[config.mk]
export PLATFORM = sky130hd
export DESIGN_NAME = sprite_ram_arbiter_flat
export DESIGN_NICKNAME = d
export VERILOG_FILES = /design/src/rtl/sprite_ram_arbiter_if.sv /design/src/rtl/sprite_ram_arbiter.sv /design/src/flat_wrapper.sv
export SDC_FILE = /design/constraint.sdc
export NUM_CORES = 1
export LEC_CHECK = 0
export ABC_CLOCK_PERIOD_IN_PS = 2300
export CAP_MARGIN = 40
export CORE_MARGIN = 10
export CORE_UTILIZATION = 29
export CTS_BUF_LIST = sky130_fd_sc_hd__clkbuf_8
export CTS_CLUSTER_SIZE = 14
export DETAILED_ROUTE_END_ITERATION = 6
export PLACE_DENSITY = 0.95
export SETUP_SLACK_MARGIN = 0.05
export SLEW_MARGIN = 10
export SYNTH_ARGS = -nofsm -noshare
export SYNTH_HDL_FRONTEND = slang
export SYNTH_SLANG_ARGS = --single-unit
[constraint.sdc]
create_clock -name clk -period 2.3 [get_ports clk]
set_input_delay 0.23 -clock clk [delete_from_list [all_inputs] [get_ports clk]]
set_output_delay 0.23 -clock clk [all_outputs]
set_load 0.05 [all_outputs]
[src/rtl/sprite_ram_arbiter_if.sv]
// Sprite attribute RAM bus: display read port, packed logic-client ports
// and the single RAM port. slave = arbiter side, master = clients + RAM side.
interface sprite_ram_arbiter_if #(
    parameter int DATA_WIDTH = 16,
    parameter int ADDR_WIDTH = 16,
    parameter int NUM_REQ    = 2
);
    logic                          disp_req;
    logic [ADDR_WIDTH-1:0]         disp_addr;
    logic [DATA_WIDTH-1:0]         disp_data;
    logic                          disp_valid;
    logic [NUM_REQ-1:0]            req;
    logic [NUM_REQ-1:0]            lock;
    logic [NUM_REQ-1:0]            req_we;
    logic [NUM_REQ*ADDR_WIDTH-1:0] req_addr;
    logic [NUM_REQ*DATA_WIDTH-1:0] req_wdata;
    logic [NUM_REQ-1:0]            gnt;
    logic [DATA_WIDTH-1:0]         rdata;
    logic [NUM_REQ-1:0]            rvalid;
    logic [ADDR_WIDTH-1:0]         mem_addr;
    logic [DATA_WIDTH-1:0]         mem_wdata;
    logic                          mem_we;
    logic [DATA_WIDTH-1:0]         mem_rdata;

    modport slave (
        input  disp_req, disp_addr, req, lock, req_we,
        input  req_addr, req_wdata, mem_rdata,
        output disp_data, disp_valid, gnt, rdata, rvalid,
        output mem_addr, mem_wdata, mem_we
    );

    modport master (
        output disp_req, disp_addr, req, lock, req_we,
        output req_addr, req_wdata, mem_rdata,
        input  disp_data, disp_valid, gnt, rdata, rvalid,
        input  mem_addr, mem_wdata, mem_we
    );
endinterface

[src/rtl/sprite_ram_arbiter.sv]
// Single-port sprite RAM arbiter: display reads win outright, logic clients
// round-robin with a lock for read-modify-write.
// Ports: clk, reset (async, active low), bus (sprite_ram_arbiter_if.slave).
module sprite_ram_arbiter #(
    parameter int DATA_WIDTH = 16,
    parameter int ADDR_WIDTH = 16,
    parameter int NUM_REQ    = 2
) (
    input  logic                 clk,
    input  logic                 reset,
    sprite_ram_arbiter_if.slave  bus
);
    localparam int PW = $clog2(NUM_REQ);

    typedef enum logic {ARB, LOCKED} state_t;

    state_t             state, state_n;
    logic [PW-1:0]      rr_ptr;
    logic [PW-1:0]      owner, owner_n;
    logic [PW-1:0]      sel, cand;
    logic               sel_vld;
    logic [NUM_REQ-1:0] gnt;
    logic [NUM_REQ-1:0] rvalid_q;
    logic               disp_valid_q;

    // Winner selection; display cycles select nobody.
    always_comb begin
        sel     = '0;
        cand    = '0;
        sel_vld = 1'b0;
        if (!bus.disp_req) begin
            unique case (state)
                ARB: begin
                    for (int k = 1; k <= NUM_REQ; k++) begin
                        cand = PW'((int'(rr_ptr) + k) % NUM_REQ);
                        if (!sel_vld && bus.req[cand]) begin
                            sel_vld = 1'b1;
                            sel     = cand;
                        end
                    end
                end
                LOCKED: begin
                    if (bus.req[owner]) begin
                        sel_vld = 1'b1;
                        sel     = owner;
                    end
                end
                default: ;
            endcase
        end
    end

    // Outputs are forced idle while reset is held, not just after an edge.
    always_comb begin
        gnt           = '0;
        bus.mem_addr  = '0;
        bus.mem_wdata = '0;
        bus.mem_we    = 1'b0;
        if (reset) begin
            if (bus.disp_req) begin
                bus.mem_addr = bus.disp_addr;
            end else if (sel_vld) begin
                gnt           = NUM_REQ'(1) << sel;
                bus.mem_addr  = bus.req_addr[int'(sel)*ADDR_WIDTH +: ADDR_WIDTH];
                bus.mem_wdata = bus.req_wdata[int'(sel)*DATA_WIDTH +: DATA_WIDTH];
                bus.mem_we    = bus.req_we[sel];
            end
        end
    end

    // Lock release is seen in the same cycle it is arbitrated owner-only.
    always_comb begin
        state_n = state;
        owner_n = owner;
        unique case (state)
            ARB: begin
                if (sel_vld && bus.lock[sel]) begin
                    state_n = LOCKED;
                    owner_n = sel;
                end
            end
            LOCKED: begin
                if (!bus.lock[owner]) state_n = ARB;
            end
            default: state_n = ARB;
        endcase
    end

    always_ff @(posedge clk or negedge reset) begin
        if (!reset) begin
            state        <= ARB;
            rr_ptr       <= PW'(NUM_REQ - 1);
            owner        <= '0;
            rvalid_q     <= '0;
            disp_valid_q <= 1'b0;
        end else begin
            state        <= state_n;
            owner        <= owner_n;
            if (state == ARB && sel_vld) rr_ptr <= sel;
            rvalid_q     <= gnt & ~bus.req_we;
            disp_valid_q <= bus.disp_req;
        end
    end

    assign bus.gnt        = gnt;
    assign bus.rvalid     = rvalid_q;
    assign bus.disp_valid = disp_valid_q;
    assign bus.rdata      = bus.mem_rdata;
    assign bus.disp_data  = bus.mem_rdata;
endmodule

[src/flat_wrapper.sv]
// flat-port wrapper written by rule: the top's interface ports become plain ports
module sprite_ram_arbiter_flat 
#(
    parameter int DATA_WIDTH = 16,
    parameter int ADDR_WIDTH = 16,
    parameter int NUM_REQ    = 2
)
  (clk, reset, bus_disp_req, bus_disp_addr, bus_req, bus_lock, bus_req_we, bus_req_addr, bus_req_wdata, bus_mem_rdata, bus_disp_data, bus_disp_valid, bus_gnt, bus_rdata, bus_rvalid, bus_mem_addr, bus_mem_wdata, bus_mem_we);
  sprite_ram_arbiter_if #(.DATA_WIDTH(DATA_WIDTH), .ADDR_WIDTH(ADDR_WIDTH), .NUM_REQ(NUM_REQ)) bus_i ();
  input  logic clk;
  input  logic reset;
  input wire logic [$bits(bus_i.disp_req)-1:0] bus_disp_req;
  input wire logic [$bits(bus_i.disp_addr)-1:0] bus_disp_addr;
  input wire logic [$bits(bus_i.req)-1:0] bus_req;
  input wire logic [$bits(bus_i.lock)-1:0] bus_lock;
  input wire logic [$bits(bus_i.req_we)-1:0] bus_req_we;
  input wire logic [$bits(bus_i.req_addr)-1:0] bus_req_addr;
  input wire logic [$bits(bus_i.req_wdata)-1:0] bus_req_wdata;
  input wire logic [$bits(bus_i.mem_rdata)-1:0] bus_mem_rdata;
  output wire logic [$bits(bus_i.disp_data)-1:0] bus_disp_data;
  output wire logic [$bits(bus_i.disp_valid)-1:0] bus_disp_valid;
  output wire logic [$bits(bus_i.gnt)-1:0] bus_gnt;
  output wire logic [$bits(bus_i.rdata)-1:0] bus_rdata;
  output wire logic [$bits(bus_i.rvalid)-1:0] bus_rvalid;
  output wire logic [$bits(bus_i.mem_addr)-1:0] bus_mem_addr;
  output wire logic [$bits(bus_i.mem_wdata)-1:0] bus_mem_wdata;
  output wire logic [$bits(bus_i.mem_we)-1:0] bus_mem_we;
  assign bus_i.disp_req = bus_disp_req;
  assign bus_i.disp_addr = bus_disp_addr;
  assign bus_i.req = bus_req;
  assign bus_i.lock = bus_lock;
  assign bus_i.req_we = bus_req_we;
  assign bus_i.req_addr = bus_req_addr;
  assign bus_i.req_wdata = bus_req_wdata;
  assign bus_i.mem_rdata = bus_mem_rdata;
  assign bus_disp_data = bus_i.disp_data;
  assign bus_disp_valid = bus_i.disp_valid;
  assign bus_gnt = bus_i.gnt;
  assign bus_rdata = bus_i.rdata;
  assign bus_rvalid = bus_i.rvalid;
  assign bus_mem_addr = bus_i.mem_addr;
  assign bus_mem_wdata = bus_i.mem_wdata;
  assign bus_mem_we = bus_i.mem_we;
  sprite_ram_arbiter #(.DATA_WIDTH(DATA_WIDTH), .ADDR_WIDTH(ADDR_WIDTH), .NUM_REQ(NUM_REQ)) u_core (.clk(clk), .reset(reset), .bus(bus_i));
endmodule
* After elaboration in Yosys (flattened, before gate mapping)
Index checks and enable logic that the tools add are counted.
Operators by class: order comparisons 4, reduce and logical (&&, ||, !) cells 5, bitwise gates (word level) 3, add/subtract/negate cells 2, shift operators 3, multiplexer cells 39
Operators by type and width (number):
- $mux W16 | 6
- $shiftx A32 B6 Y16 | 2
- $mux W1 | 27
- $lt A1 B2 Y1 const B | 4
- $mux W2 | 3
- $pmux W1 S2 | 3
- $logic_and A1 B1 Y1 | 3
- $add A1 B1 Y1 const B | 2
- $and A2 B2 Y2 | 1
- $not A2 Y2 | 1
- $reduce_and A2 Y1 | 1
- $shl A1 B1 Y2 const A | 1
- $logic_not A1 Y1 | 1
- $not A1 Y1 | 1
Word-level totals: input bits 105, register bits 6, output and inout port bits 70, logic and storage cells 61

* Longest topological paths before layout
Gate-level depths: netlist of run 1.
depth after elaboration 16, mapped depth 6, mapped depth without buffers 3

* Worst setup path before layout of run 1
OpenSTA, ideal clock, no wires.
path type register -> output, start reg u_core.state, end out bus_mem_addr[12], cell stages (with the launch flop) 5, setup slack 0.233 ns, required time 2.070 ns, arrival 1.837 ns, path buffers 1, cell sequence dfrtp_1 nand3b_1 buf_2 nand4_1 a31oi_1
Between the ends: longest elaborated chain between the ends 7, elaborated cells between the ends (all ways) 9, classes of those cells shift (1); mux (7); bitwise (1)
RTL lines:
- start, declared | line sprite_ram_arbiter.sv:17 | state_t state, state_n;
- start signal, assigned | line sprite_ram_arbiter.sv:97 | state <= state_n;
- $not A1 Y1 | line sprite_ram_arbiter.sv:32 | unique case (state)
- $pmux W1 S2 | line sprite_ram_arbiter.sv:32
- $mux W1 | line sprite_ram_arbiter.sv:31 | if (!bus.disp_req) begin
- $shiftx A32 B6 Y16 | line sprite_ram_arbiter.sv:64 | bus.mem_addr = bus.req_addr[int'(sel)*ADDR_WIDTH +: ADDR_WIDTH];
- $mux W16 (*) | line sprite_ram_arbiter.sv:62 | end else if (sel_vld) begin
- $mux W16 (*) | line sprite_ram_arbiter.sv:60 | if (bus.disp_req) begin
- $mux W16 (*) | line sprite_ram_arbiter.sv:59 | if (reset) begin
- end, declared | line flat_wrapper.sv:25 | output wire logic [$bits(bus_i.mem_addr)-1:0] bus_mem_addr;
Every way passes the cells marked *; elsewhere a longest branch is shown, timed or not.

* Worst setup path after layout of run 1
start reg u_core.state, end out bus_mem_addr[10]
The elaborated chain is that of the path after synthesis.

==> results.py, run 1 <==
metrics = {
    "run_status": {
        "status": "finished clean",
    },
    "sta": {
        "worst_pin_slew_ns": 0.587,
        "fin_skew_ns": 0.00128,
        "rsz0062_at_grt": "no",
        "final_hold_viol_count": 0,
        "period_minus_slack_ns": 2.11,
        "fin_hold_ws_ns": 0.364,
        "max_freq_ghz": 0.474,
        "slew_headroom_pct": 60.8,
        "maxSlewViolCount": 0,
        "tns_ns": 0,
        "timing.final.setup_violations": 0,
        "finalCritPeriodShare_pct": 91.7,
    },
    "clock_network": {
        "cts_made_buffers": 3,
        "ctsResizeCount": 0,
        "cts_tree": "built",
        "cts_setup_buffers": 0,
        "clockBufferDepth": 2,
        "worstSkewPairLatency_ns": 0.22,
        "path_clk_slew_ns": 0.04,
        "ctsHoldBuffers": 0,
        "htreeDepth": 1,
        "clockRootBuffer": "clkbuf_8",
        "cts_sinks": 6,
    },
    "global_route": {
        "grt_max_degree": 33,
        "grt_overflow": 0,
        "antenna_found_initial": 0,
        "track_usage_pct": 17.8,
        "grt_pass1_vias": 2067,
        "grt_first_pass_wirelength_mm": 11.2,
    },
    "die": {
        "io_pins": 175,
        "initial_utilization_pct": 30.6,
        "die_w_microns": 88.8,
        "rows": 24,
        "core_area_sq_um": 4470,
        "dieArea_sq_um": 7880,
        "die_h_microns": 88.8,
    },
    "setup_path": {
        "path_cells": "nand2_1 > buf_4 > nand4_1 > a31oi_1 > buf_12",
        "arrival_ns": 1.88,
        "start_kind": "flop",
        "path_class": "flop to output port",
        "critPathRequiredTime_ns": 2.07,
        "path_max_fanout": 13,
        "slowest_stage": "dfrtp_1",
        "slowest_delay_ns": 0.45,
        "endpoint_kind": "output port",
    },
    "hold_path": {
        "hp-class": "input port to async pin",
    },
    "yosys": {
        "yosysWarnings": 0,
        "ys_seq_elements": 6,
        "synth_area_leaders": "nand4_1 30%, buf_4 18%, dfrtp_1 9.1%",
        "netlist_area_sq_um": 1370,
        "syn_nets": 307,
        "ys_seq_area_share_pct": 11.0,
        "postSynthAreaPerCell_sq_um": 6.79,
        "netlist.top_cell.by_area": "nand4_1",
        "synth_top_area_share_pct": 30.1,
        "synth_cells": 202,
        "synth_cell_type_count": 24,
    },
    "cells_and_area": {
        "area.sequential_sq_um": 151,
        "final_cell_mix": "91 x clkdlybuf4s50_1, 66 x nand4_1, 35 x buf_12",
        "multi_input_area_sq_um": 826,
        "antenna_cells": 0,
        "nFillCells": 360,
        "layout.nets": 393,
        "final_common_cell": "clkdlybuf4s50_1",
        "syn_to_final_growth_pct": 105,
        "layout-drive-gt1-share_pct": 20.6,
    },
    "pwr": {
        "p_comb_share_pct": 75.9,
        "sw_frac_of_total_pct": 48.5,
        "p_sw_uw": 683,
        "seqPwrFrac_pct": 12.4,
        "p_clk_share_pct": 11.7,
        "peakVddDrop_uv": 276,
        "p_int_uw": 725,
        "power_leakage_uw": 0.000998,
        "pwr_density_cell_nw_per_um2": 500,
    },
    "job": {
        "max-cap-violations": 0,
    },
    "placement": {
        "dpl.hpwl_mm": 5.91,
        "port_buffers": 126,
        "place_congestion": 0.800,
    },
    "detailed_routing": {
        "vias_per_cell": 5.90,
        "firstDrtPassIters": 5,
        "routed_wl_mm": 7.43,
        "wl_per_cell_microns": 21.9,
        "first_iter_violations": 138,
        "ant_nets": 0,
        "vias": 2001,
        "post-route-drc-count": 0,
    },
}
synthesized netlist by cell type:
cell type,count
o21ai_0,16
or3b_1,1
nand2b_1,1
buf_6,4
clkbuf_1,12
buf_2,11
nor2b_1,3
nand3b_1,1
nand4b_1,2
nor2_1,1
a31oi_1,17
nand4_1,66
nand3_1,1
mux2_2,1
buf_4,33
inv_1,1
a21oi_1,18
dfstp_2,1
a21bo_2,1
nand2_1,3
nor2b_4,1
and4_1,1
and4_4,1
dfrtp_1,5
stage by stage:
step	util, %	power [uW]	cell area (sq um)	setup WS [ns]	instances
after global routing	62.9	1480	2820	0.0871	339
after CTS	62.9	1400	2820	0.199	339
final	62.9	1410	2820	0.190	339
after detailed placement	61.9	1230	2770	0.273	335
after global placement	61.9	1200	2770	0.314	335
after floorplan	-	897	1370	0.233	202
cell families after synthesis:
kind of cell / share of synthesized area, %
DFF: 11.0
and+or+nand+nor: 38.3
buffers and inverters: 28.9
muxes: 0.821
AOI/OAI and AO/OA: 20.9
layout make-up:
cell class | count | share of cell area [%]
repair buffers | 141 | 61.2
multi-input cells | 135 | 29.3
flip-flops and latches | 6 | 5.38
well taps | 52 | 2.31
clock buffers | 3 | 1.47
clock inverters | 1 | 0.133
inverters | 1 | 0.133
flip-flops by register name, summed over array words and instances, names as in the netlist:
register / flops
u_core.owner: 1
u_core.bus.rvalid: 2
u_core.rr_ptr: 1
u_core.state: 1
u_core.bus.disp_valid: 1
path summary, 6_finish.rpt:
path / start / endpoint / slack, ns / depth (start not counted)
min in group clk: bus_mem_rdata[12] / bus_disp_data[12] / 0.46 / 0
worst max register to register: u_core.state / u_core.bus.rvalid[0] / 0.81 / 4
worst min register to register: u_core.owner / u_core.owner / 0.58 / 1
worst min-delay path: reset / u_core.state / 0.36 / 2
max in group asynchronous: reset / u_core.rr_ptr / 1.68 / 2
worst max-delay path: u_core.state / bus_mem_addr[10] / 0.19 / 5
power groups by stage:
stage	sequential, uW	combinational (uW)	clock, uW
after CTS	174	1060	170
after detailed placement	174	1060	0
final	175	1070	165
after global routing	178	1120	177
after floorplan	171	726	0
after global placement	168	1030	0
critical path: cells and delay by family, from the launching register on:
kind,cells,cell delay (ns)
DFF,1,0.45
buffers and inverters,2,0.45
and+or+nand+nor,2,0.41
AOI/OAI and AO/OA,1,0.33
per-layer routing:
metal / vias up / share of wire (%) / wire (microns) / global-route usage [%]
li1: 932 / - / - / -
met1: 928 / 37 / 2710 / 19.3
met2: 114 / 52 / 3830 / 31.8
met3: 27 / 8.7 / 647 / 5.06
met4: 0 / 3.2 / 238 / 7.05
met5: - / 0 / 0 / 0
No activity file was read; power rests on OpenSTA's default activity.
==> run 2: changes to the inputs <==
- CAP_MARGIN: 40 -> not set
- PLACE_DENSITY: 0.95 -> 0.89
==> run 2 against run 1 <==
Compared with the run above:
- cell count fell by 0.59%
- via count fell by 1.3%
- largest power group unchanged
- global-route usage fell by 0.64 points
- non-clock buffer count fell by 2
- flip-flop and latch count did not move
- die area did not move
- clock power rose by 3%
- first-iteration DRC count rose by 3.6%
- register-to-register slack barely moved
- sequential share of layout area barely moved
- clock skew rose by 0.0040 ns
==> results.py, run 2 (synthesized netlist as in run 1, its figures left out) <==
metrics = {
    "run_status": {
        "status": "finished clean",
    },
    "sta": {
        "finalCritPeriodShare_pct": 90.0,
        "worst_pin_slew_ns": 0.504,
        "final_hold_viol_count": 0,
        "tns_ns": 0,
        "setup_ws_ns": 0.229,
        "fin_hold_ws_ns": 0.274,
        "timing.final.setup_violations": 0,
        "period_minus_slack_ns": 2.07,
        "rsz0062_at_grt": "no",
        "slew_headroom_pct": 66.3,
        "max_freq_ghz": 0.483,
        "fin_skew_ns": 0.00529,
        "maxSlewViolCount": 0,
    },
    "placement": {
        "port_buffers": 126,
        "place_congestion": 0.835,
        "dpl.hpwl_mm": 5.62,
        "pre_cts_ws_ns": 0.149,
    },
    "cells_and_area": {
        "final_util_pct": 63.2,
        "multi_input_area_sq_um": 828,
        "layout-drive-gt1-share_pct": 20.4,
        "nFillCells": 362,
        "antenna_cells": 0,
        "final_common_cell": "clkdlybuf4s50_1",
        "final_cell_mix": "91 x clkdlybuf4s50_1, 66 x nand4_1, 37 x buf_12",
        "largest_register_ffs": 2,
        "layout.nets": 391,
        "syn_to_final_growth_pct": 106,
        "area.sequential_sq_um": 151,
    },
    "setup_path": {
        "critPathRequiredTime_ns": 2.07,
        "regToRegSetupSlack_ns": 0.80,
        "path_cells": "clkdlybuf4s50_1 > or3b_1 > buf_4 > nand4_1 > a31oi_1 > buf_12",
        "arrival_ns": 1.84,
        "endpoint_kind": "output port",
        "r2r-start": "u_core.state",
        "critPathCapture": "bus_mem_addr[5]",
        "path_class": "input port to output port",
        "slowest_stage": "clkdlybuf4s50_1",
        "start_kind": "input port",
        "slowest_delay_ns": 0.52,
        "r2r-end": "u_core.bus.rvalid[0]",
        "reg2reg_depth": 4,
        "path_max_fanout": 19,
        "startpoint": "bus_req[1]",
    },
    "detailed_routing": {
        "vias_per_cell": 5.86,
        "first_iter_violations": 143,
        "vias": 1974,
        "post-route-drc-count": 0,
        "wl_per_cell_microns": 21.1,
        "ant_nets": 0,
        "routed_wl_mm": 7.10,
        "firstDrtPassIters": 6,
    },
    "die": {
        "die_h_microns": 88.8,
        "io_pins": 175,
        "dieArea_sq_um": 7880,
        "initial_utilization_pct": 30.6,
        "rows": 24,
        "die_w_microns": 88.8,
        "core_area_sq_um": 4470,
    },
    "global_route": {
        "grt_first_pass_wirelength_mm": 10.8,
        "grt_max_degree": 36,
        "antenna_found_initial": 0,
        "track_usage_pct": 17.2,
        "grt_pass1_vias": 2105,
        "grt_overflow": 0,
    },
    "clock_network": {
        "cts_setup_buffers": 0,
        "cts_tree": "built",
        "htreeDepth": 1,
        "cts_made_buffers": 3,
        "worstSkewPairLatency_ns": 0.23,
        "path_clk_slew_ns": 0.04,
        "cts_sinks": 6,
        "clockBufferDepth": 2,
        "clockRootBuffer": "clkbuf_8",
    },
    "pwr": {
        "pwr_density_cell_nw_per_um2": 496,
        "peakVddDrop_uv": 203,
        "power_leakage_uw": 0.000999,
    },
    "hold_path": {
        "hp-class": "input port to async pin",
    },
    "job": {
        "max-cap-violations": 0,
    },
}
[run 2: cell types whose count changed in the layout (fill, tap and decap cells not counted), sizes merged]
| cell | previous run | this run |
|---|---|---|
| buf | 50 | 48 |
[run 2: worst min-delay path by stage]
stage	depth (start not counted)	slack (ns)	end	from
2_1_floorplan	0	-0.07	u_core.bus.disp_valid	reset
3_3_place_gp	0	0.46	bus_disp_data[5]	bus_mem_rdata[5]
3_5_place_dp	0	0.46	bus_disp_data[5]	bus_mem_rdata[5]
4_1_cts	1	0.26	u_core.bus.rvalid[1]	reset
5_1_grt	1	0.29	u_core.bus.rvalid[1]	reset
6_report	1	0.27	u_core.bus.rvalid[1]	reset
[run 2: cell type report]
class	instances	area share, %
clock buffers	3	1.46
clock inverters	1	0.133
inverters	1	0.133
multi-input cells	135	29.3
flip-flops and latches	6	5.35
well taps	52	2.30
repair buffers	139	61.3
[run 2: power breakdown]
part           internal (uW)  switching, uW
sequential               139           32.4
combinational            478            584
clock                    115           54.1
[run 2: what timing repair did]
action                                  in CTS  in global routing
endpoints found under the setup margin       0                 17
gates resized for setup                      0                  1
hold buffers                                 0                  0
[run 2: metrics by stage]
step / cell area [sq um] / cells / total power [uW]
5_1_grt: 2830 / 337 / 1490
3_5_place_dp: 2780 / 333 / 1230
4_1_cts: 2830 / 337 / 1400
6_report: 2830 / 337 / 1400
3_3_place_gp: 2780 / 333 / 1210
2_1_floorplan: 1370 / 202 / 897
[run 2: critical path: cells and delay by family]
| kind | cells | cell delay [ns] |
|---|---|---|
| buffers and inverters | 3 | 0.94 |
| and+or+nand+nor | 2 | 0.50 |
| AOI/OAI and AO/OA | 1 | 0.16 |
[run 2: layer usage]
metal  track usage [%]  vias up  part of all wire (%)
met4              4.41        0                   1.1
met1              18.7      932                    36
met5                 0        -                     0
met2              31.1      103                    54
li1                  -      925                     -
met3              5.61       14                   8.9
